$ cat src/rtl/func_drain_pkg.sv
// Shared types and constants for the func_stream_drain output stage.
//   drain_state_t : FSM state encoding (IDLE -> RUN -> TAIL -> IDLE)
//   drain_beat_t  : one buffered beat, result data plus its tlast flag
//   sat_inc       : 32-bit saturating increment for the statistics counters
package func_drain_pkg;

  localparam int DRAIN_DATA_W = 128;
  localparam int SKID_DEPTH   = 2;

  typedef enum logic [1:0] {
    ST_IDLE = 2'd0,
    ST_RUN  = 2'd1,
    ST_TAIL = 2'd2
  } drain_state_t;

  typedef struct packed {
    logic                    last;
    logic [DRAIN_DATA_W-1:0] data;
  } drain_beat_t;

  function automatic logic [31:0] sat_inc(input logic [31:0] v);
    return (v == 32'hFFFF_FFFF) ? v : v + 32'd1;
  endfunction

endpackage

$ cat src/rtl/func_skid_buf.sv
// Two-entry (SKID_DEPTH) valid/ready register slice carrying drain_beat_t.
// The head entry drives the output directly, so o_beat is registered and
// a beat pushed in cycle t is visible at the output in cycle t+1. The spare
// entry absorbs the one beat that can arrive while the sink stalls, which
// keeps full throughput without a combinational ready path.
// Ports:
//   aclk, areset : clock, synchronous active-high reset
//   i_valid      : push request (caller qualifies it with !o_full)
//   i_beat       : beat to push
//   o_beat       : head beat (valid when !o_empty)
//   i_ready      : sink accepts the head beat this cycle
//   o_full       : both entries occupied, no push allowed
//   o_empty      : no entry occupied
module func_skid_buf
  import func_drain_pkg::*;
(
  input  logic        aclk,
  input  logic        areset,
  input  logic        i_valid,
  input  drain_beat_t i_beat,
  output drain_beat_t o_beat,
  input  logic        i_ready,
  output logic        o_full,
  output logic        o_empty
);

  drain_beat_t r_head;
  drain_beat_t r_spare;
  logic        r_head_v;
  logic        r_spare_v;
  logic        w_push;
  logic        w_pop;

  // The spare is only ever filled while the head is occupied.
  assign o_full  = r_spare_v;
  assign o_empty = !r_head_v;
  assign o_beat  = r_head;
  assign w_push  = i_valid && !r_spare_v;
  assign w_pop   = r_head_v && i_ready;

  // NOTE: sequential state uses non-blocking assignments so every register
  // samples the pre-edge values regardless of statement order.
  always_ff @(posedge aclk) begin
    if (areset) begin
      r_head_v  <= 1'b0;
      r_spare_v <= 1'b0;
      // NOTE: the data registers are reset too because the output beat must
      // read as zero after reset; pure storage would normally be left alone.
      r_head    <= '0;
      r_spare   <= '0;
    end else if (w_pop) begin
      if (r_spare_v) begin
        // Full means no push this cycle; the spare moves up.
        r_head    <= r_spare;
        r_spare_v <= 1'b0;
      end else begin
        r_head_v <= w_push;
        if (w_push) r_head <= i_beat;
      end
    end else if (w_push) begin
      if (!r_head_v) begin
        r_head_v <= 1'b1;
        r_head   <= i_beat;
      end else begin
        r_spare_v <= 1'b1;
        r_spare   <= i_beat;
      end
    end
  end

endmodule

$ cat src/rtl/func_stream_drain.sv
// Output stage behind func_hdl_top. After ctrl_start it forwards exactly
// N = ctrl_xfer_size_in_bytes >> BYTES_SHIFT beats to the AXI-stream write
// path, marks beat N with m_tlast, pulses ctrl_done once that beat has left,
// and drops every other input beat (stale data and pipeline flush tail).
// Ports:
//   aclk, areset            : clock, synchronous active-high reset
//   ctrl_start              : 1-cycle pulse, arms a transfer (ignored unless idle)
//   ctrl_xfer_size_in_bytes : transfer size, sampled on an accepted ctrl_start
//   ctrl_done               : 1-cycle pulse the cycle after beat N is accepted
//   s_tvalid/s_tdata/s_tready : input stream from func_hdl_top
//   m_tvalid/m_tdata/m_tlast/m_tready : output stream to the write path
//   stat_stall_cycles, stat_dropped_beats : statistics
// Build option: define TY_DRAIN_STATS_EN to generate the statistics counters;
// without it both statistics outputs read zero.
module func_stream_drain
  import func_drain_pkg::*;
#(
  parameter int C_DATA_WIDTH = DRAIN_DATA_W,
  parameter int BYTES_SHIFT  = 2,
  parameter int CNT_W        = 32
) (
  input  logic                    aclk,
  input  logic                    areset,
  input  logic                    ctrl_start,
  input  logic [31:0]             ctrl_xfer_size_in_bytes,
  output logic                    ctrl_done,
  input  logic                    s_tvalid,
  input  logic [C_DATA_WIDTH-1:0] s_tdata,
  output logic                    s_tready,
  output logic                    m_tvalid,
  output logic [C_DATA_WIDTH-1:0] m_tdata,
  output logic                    m_tlast,
  input  logic                    m_tready,
  output logic [31:0]             stat_stall_cycles,
  output logic [31:0]             stat_dropped_beats
);

  drain_state_t     r_state;
  drain_state_t     w_state_nxt;
  logic [CNT_W-1:0] r_n;
  logic [CNT_W-1:0] r_cnt;
  logic [CNT_W-1:0] w_n_new;
  logic             r_done;
  logic             w_done_nxt;
  logic             w_start_ok;
  logic             w_s_ready;
  logic             w_push;
  logic             w_last;
  logic             w_pop_last;
  logic             w_skid_full;
  logic             w_skid_empty;
  drain_beat_t      w_push_beat;
  drain_beat_t      w_m_beat;

  assign w_n_new = CNT_W'(ctrl_xfer_size_in_bytes >> BYTES_SHIFT);
  // Guarded so N_reg-1 never wraps when no transfer is armed.
  assign w_last  = (r_n != '0) && (r_cnt == r_n - CNT_W'(1));

  assign w_push_beat.data = s_tdata;
  assign w_push_beat.last = w_last;

  func_skid_buf u_skid (
    .aclk    (aclk),
    .areset  (areset),
    .i_valid (w_push),
    .i_beat  (w_push_beat),
    .o_beat  (w_m_beat),
    .i_ready (m_tready),
    .o_full  (w_skid_full),
    .o_empty (w_skid_empty)
  );

  assign m_tvalid   = !w_skid_empty;
  assign m_tdata    = w_m_beat.data;
  assign m_tlast    = w_m_beat.last;
  assign w_pop_last = m_tvalid && m_tready && m_tlast;
  // Held low during reset so upstream sees no handshake while aborting.
  assign s_tready   = w_s_ready && !areset;
  assign ctrl_done  = r_done;

  always_ff @(posedge aclk) begin
    if (areset) r_state <= ST_IDLE;
    else        r_state <= w_state_nxt;
  end

  always_comb begin
    // NOTE: every combinational output gets a default first so no path
    // through the case statement can infer a latch.
    w_state_nxt = r_state;
    w_s_ready   = 1'b0;
    w_push      = 1'b0;
    w_start_ok  = 1'b0;
    w_done_nxt  = 1'b0;
    case (r_state)
      ST_IDLE: begin
        // Input drains freely; the beat coincident with the start is dropped.
        w_s_ready = 1'b1;
        if (ctrl_start) begin
          w_start_ok = 1'b1;
          if (w_n_new == '0) w_done_nxt  = 1'b1;
          else               w_state_nxt = ST_RUN;
        end
      end
      ST_RUN: begin
        w_s_ready = !w_skid_full;
        w_push    = s_tvalid && !w_skid_full;
        if (w_push && w_last) w_state_nxt = ST_TAIL;
      end
      ST_TAIL: begin
        // Flush-tail beats are swallowed while the last beats drain out.
        w_s_ready = 1'b1;
        if (w_pop_last) begin
          w_done_nxt  = 1'b1;
          w_state_nxt = ST_IDLE;
        end
      end
      default: w_state_nxt = ST_IDLE;
    endcase
  end

  always_ff @(posedge aclk) begin
    if (areset) begin
      r_n    <= '0;
      r_cnt  <= '0;
      r_done <= 1'b0;
    end else begin
      r_done <= w_done_nxt;
      if (w_start_ok) begin
        r_n   <= w_n_new;
        r_cnt <= '0;
      end else if (w_push) begin
        r_cnt <= r_cnt + CNT_W'(1);
      end
    end
  end

`ifdef TY_DRAIN_STATS_EN
  logic [31:0] r_stall_cnt;
  logic [31:0] r_drop_cnt;
  logic        w_drop;

  assign w_drop = s_tvalid && s_tready && (r_state != ST_RUN);

  always_ff @(posedge aclk) begin
    if (areset) begin
      r_stall_cnt <= '0;
      r_drop_cnt  <= '0;
    end else if (w_start_ok) begin
      r_stall_cnt <= '0;
      r_drop_cnt  <= '0;
    end else begin
      if (m_tvalid && !m_tready) r_stall_cnt <= sat_inc(r_stall_cnt);
      if (w_drop)                r_drop_cnt  <= sat_inc(r_drop_cnt);
    end
  end

  assign stat_stall_cycles  = r_stall_cnt;
  assign stat_dropped_beats = r_drop_cnt;
`else
  assign stat_stall_cycles  = '0;
  assign stat_dropped_beats = '0;
`endif

endmodule
$ cat config.mk
export PLATFORM = sky130hd
export DESIGN_NAME = func_stream_drain
export DESIGN_NICKNAME = d
export VERILOG_FILES = /design/src/rtl/func_drain_pkg.sv /design/src/rtl/func_skid_buf.sv /design/src/rtl/func_stream_drain.sv
export SDC_FILE = /design/constraint.sdc
export NUM_CORES = 1
export LEC_CHECK = 0
export ABC_AREA = 1
export CORE_UTILIZATION = 50
export CTS_BUF_LIST = sky130_fd_sc_hd__clkbuf_4 sky130_fd_sc_hd__clkbuf_8 sky130_fd_sc_hd__clkbuf_16
export DETAILED_ROUTE_END_ITERATION = 8
export PLACE_DENSITY = 0.86
export SKIP_CTS_REPAIR_TIMING = 1
export SLEW_MARGIN = 0
export SYNTH_ARGS = -nofsm -noshare
export SYNTH_HDL_FRONTEND = slang
export SYNTH_SLANG_ARGS = --single-unit
$ cat constraint.sdc
create_clock -name aclk -period 5.6 [get_ports aclk]
set_input_delay 1.12 -clock aclk [delete_from_list [all_inputs] [get_ports aclk]]
set_output_delay 1.12 -clock aclk [all_outputs]
set_load 0.02 [all_outputs]
Yosys cells after proc, flatten, opt, wreduce, memory -nomap -nowiden
Index checks and enable logic that the tools add are counted.
- input port bits: 165
- bits in registers: 325
- logic and storage cells: 65
- bits in read-only memories: 0
- bits in latches: 0
- output and inout port bits: 196
- memories: 0
- bits in writable memories: 0
- $lt $le $gt $ge: 0
- shifts and indexed selects: 0
- mux-type cells: 21
- bitwise gates (word level): 1
- reduce and logical (&&, ||, !) cells: 22
- equality and inequality tests: 9
- multiply operators: 0
- div/mod/pow operators: 0
- add/subtract/negate cells: 2
- operators by type and width (cell ; count):
    129-bit 2-to-1 mux ; 5
    32-bit by 1-bit adder with 32-bit output, second input constant ; 1
    32-bit == test ; 1
    32-bit logical NOT ; 1
    32-bit nonzero test ; 1
    30-bit by 1-bit subtractor with 31-bit output, second input constant ; 1
    2-bit != test, second input constant ; 6
    1-bit 2-to-1 mux ; 9
    2-bit 2-to-1 mux ; 4
    1-bit logical AND ; 7
    2-bit one-hot mux with 3 select lines ; 1
    3-bit AND reduction ; 2
    2-bit OR reduction ; 3
    1-bit one-hot mux with 2 select lines ; 2
    2-bit AND reduction ; 2
    4-bit AND reduction ; 1
    2-bit nonzero test ; 2
    2-bit by 1-bit == test with 1-bit output, second input constant ; 1
    2-bit == test, second input constant ; 1
    1-bit logical NOT ; 2
    2-bit logical NOT ; 1
    1-bit inverter ; 1

Longest topological paths before layout
- depth in word-level cells: 7
- gate-level depth with buffers: 18
- depth with buffers taken out: 18

Cells and area by module
From an unflattened synthesis, not the netlist that was laid out.
- cell total of the unflattened synthesis: 2562
- area total of the unflattened synthesis: 16161.8 sq um
- modules (own cells, without submodules) (module ; seq. area each (sq um) ; instances ; cells an instance ; area each (sq um)):
    func_skid_buf ; 5205.0 ; 1 ; 1809 ; 11288.3
    func_stream_drain ; 1301.2 ; 1 ; 753 ; 4873.4

Worst setup path before layout
OpenSTA, ideal clock, no wires.
- path kind: input port to output port
- start point: input port areset
- end point: output port s_tready
- stages: 5
- path buffers: 2
- data required time: 4480 ps
- arrival time: 1989 ps
- slack: 2491 ps
- cell sequence: clkinv_1 -> clkbuf_1 -> buf_1 -> nand2_1 -> o31ai_1
- cells in the longest elaborated chain, start to end: 2
- ends and longest elaborated chain (what ; RTL line ; source):
    start, declared ; func_stream_drain.sv:23 ; input logic areset,
    1-bit logical NOT ; func_stream_drain.sv:78 ; assign s_tready = w_s_ready && !areset;
    1-bit logical AND ; func_stream_drain.sv:78 ;
    end, declared ; func_stream_drain.sv:29 ; output logic s_tready,
No other way between the ends.

Worst setup path after layout
Ends and elaborated chain as after synthesis.

==> reports/metrics.yaml <==
status: "completed"
clk_latency_ps: 530
rsz0062_at_grt: "false"
dpl_worst_slack_ps: 1410
syn_to_final_growth_pct: 27.4
die_w_um: 173
first_pass_iters: 6
period_needed_ps: 4200
final_cell_area_um2: 18600
gp_congestion: 0.894
post_drt_wl_per_cell_um: 15.8
tns_ps: 0
end_kind: "primary output"
slew_headroom_pct: 30.1
yosys.cell_types.count: 40
crit_chain: "clkdlybuf4s50_1, inv_6, nand2_1, o31ai_1, clkdlybuf4s50_1"
drive_above_1_share_pct: 5.69
hold_class: "flip-flop to flip-flop"
final_nets: 2424
io_buffers: 294
cp_common_cell: "clkdlybuf4s50_1"
core_um2: 28800
cts_tree: "done"
first_iter_violations: 1189
max_freq_ghz: 0.238
synthTopCellsByCount: "nand2_1, nor2_1, dfxtp_1"
fin_cells: 2669
crit_slowest_cell: "clkdlybuf4s50_1"
drv_cap: 0
rows: 62
dp_hpwl_um: 27300
p_leak_nw: 7.67
fin_skew_ps: 24.1
path_max_fanout: 62
netlist_area_um2: 14600
syn_inst: 2042
fin_ws_ps: 1400
start_util_pct: 50.8
worstMarginPinSlew_ps: 1050
ff2ff_setup_slack_ps: 2740
cts_num_sinks: 325
peakVddDrop_v: 0.000238
cts_buffers: 36
holdWs_ps: 468
p_per_area_nw_per_um2: 302
cts-root-buf: "clkbuf_16"
yosysSeqAreaShare_pct: 44.5
async_flop_share_pct: 0
cp_data_required_time_ps: 4480
slew_viol_final: 0
gr-usage-all-layers_pct: 27.1
yosys_warnings: 0
grt_pass1_vias: 13500
synth.area.top_cells: "dfxtp_1, nand2_1, o21ai_0, nor2_1, a31oi_1"
ios: 361
period_share_pct: 74.9
drc: 0
cpPeakStageDelay_ps: 700
synth_top_area_cell: "dfxtp_1"
yosys.cell_count.top_type: "nand2_1"
vias_per_cell: 5.38
via_count: 14400
ys_ff_latch: 325
crit_buf_inv: 3
worstSetupPathType: "input pin to primary output"
cp.arrival_ps: 3080
synth_top_cell_area_share_pct: 44.5
syn_area_per_cell_um2: 7.17
die_h_um: 173
routed_wl_um: 42100
antenna_found_initial: 2
grt_pass1_wl_um: 67300
cts.clk_slew.worst_paths_ps: 60
critPathTopFamily: "buffers and inverters"
die-area_um2: 30000
postRouteAntennaNets: 0
final-hold-violation-count: 0
worstSetupStartpointType: "input pin"
clk_path_buf_depth: 3
p_total_mw: 5.64
setup_violations: 0
dpl-instance-area_um2: 17400
grt_max_degree: 131
synth_edf_count: 0
ys.flop_type: "dfxtp_1"
htreeDepth: 2
fin_util_pct: 64.8
overflow: 0
dp_cells: 2603
==> where the power goes <==
part / total, mW / switching, mW / internal, mW
registers: 2.47 / 0.0627 / 2.41
logic: 0.781 / 0.450 / 0.331
clock network: 2.38 / 0.971 / 1.41
==> worst reg2reg max path, delay by kind of cell, from the launching register on <==
kind            cells  cell delay, ps
compound gates      1              90
buf+inv             2            1600
flops               1             340
simple gates        2             680
==> registers in the layout, indices dropped and copies added, names as in the netlist <==
name	count
u_skid.o_beat	129
r_state	2
u_skid.r_head_v	1
u_skid.r_spare	129
r_n	30
ctrl_done	1
r_cnt	32
u_skid.o_full	1
==> cell type report <==
class,instances,area (um^2)
fill,2364,10100
multi-input combinational,1480,6960
sequential,325,6510
timing repair buffer,304,3060
clock buffer,55,1140
tap,384,480
inverter,110,425
clock inverter,9,78.8
antenna,2,5.00
==> logic make-up (layout without fill, tap and decap cells) <==
group                    count (synthesis)  after routing  share of synthesized area, %
flip-flops                             325            325                          44.5
other                                    1             66                        0.0256
AO/OA/AOI/OAI                          485            485                          17.8
adder cells (fa/ha/maj)                  2              2                         0.171
AND/OR/NAND/NOR                        890            890                          25.5
buffers and inverters                  300            478                          9.72
XOR/XNOR                                39             39                          2.33
==> placed cells by master, fill, tap and decap left out, types with 3 or more instances in the layout <==
master           instances
a211oi_1                 4
a21oi_1                 43
a31oi_1                129
buf_12                   3
buf_4                    7
clkbuf_16               37
clkbuf_4                 6
clkbuf_8                12
clkdlybuf4s50_1        294
clkinv_2                 8
conb_1                  64
dfxtp_1                325
inv_1                  103
inv_2                    3
nand2_1                423
nand2_2                  9
nand3_1                 33
nand3_2                  3
nand3_4                  3
nand3b_1                 4
nand4_1                 11
nor2_1                 346
nor2_2                  12
nor2_4                  11
nor3_1                  12
nor3_2                   4
nor4_1                  10
o21ai_0                301
o21ai_1                  5
or2_2                    3
xnor2_1                 16
xor2_1                  23
==> layer usage <==
layer,share of wire [%],track usage (%),vias up
met5,0,0,-
met4,4.8,13.7,0
met3,9.2,8.53,131
met2,47,44.8,560
met1,39,31.6,6670
li1,-,-,6997
==> final timing paths <==
check | to | start | cells past startpoint
max | s_tready | areset | 5
min | u_skid.o_beat[75]$_SDFFE_PP0P_ | u_skid.r_spare[75]$_SDFFE_PP0P_ | 2
max reg2reg | u_skid.o_beat[89]$_SDFFE_PP0P_ | u_skid.o_full$_SDFFE_PP0P_ | 5
min reg2reg | u_skid.o_beat[75]$_SDFFE_PP0P_ | u_skid.r_spare[75]$_SDFFE_PP0P_ | 2
Note: power is estimated with default switching activity, not from simulation.
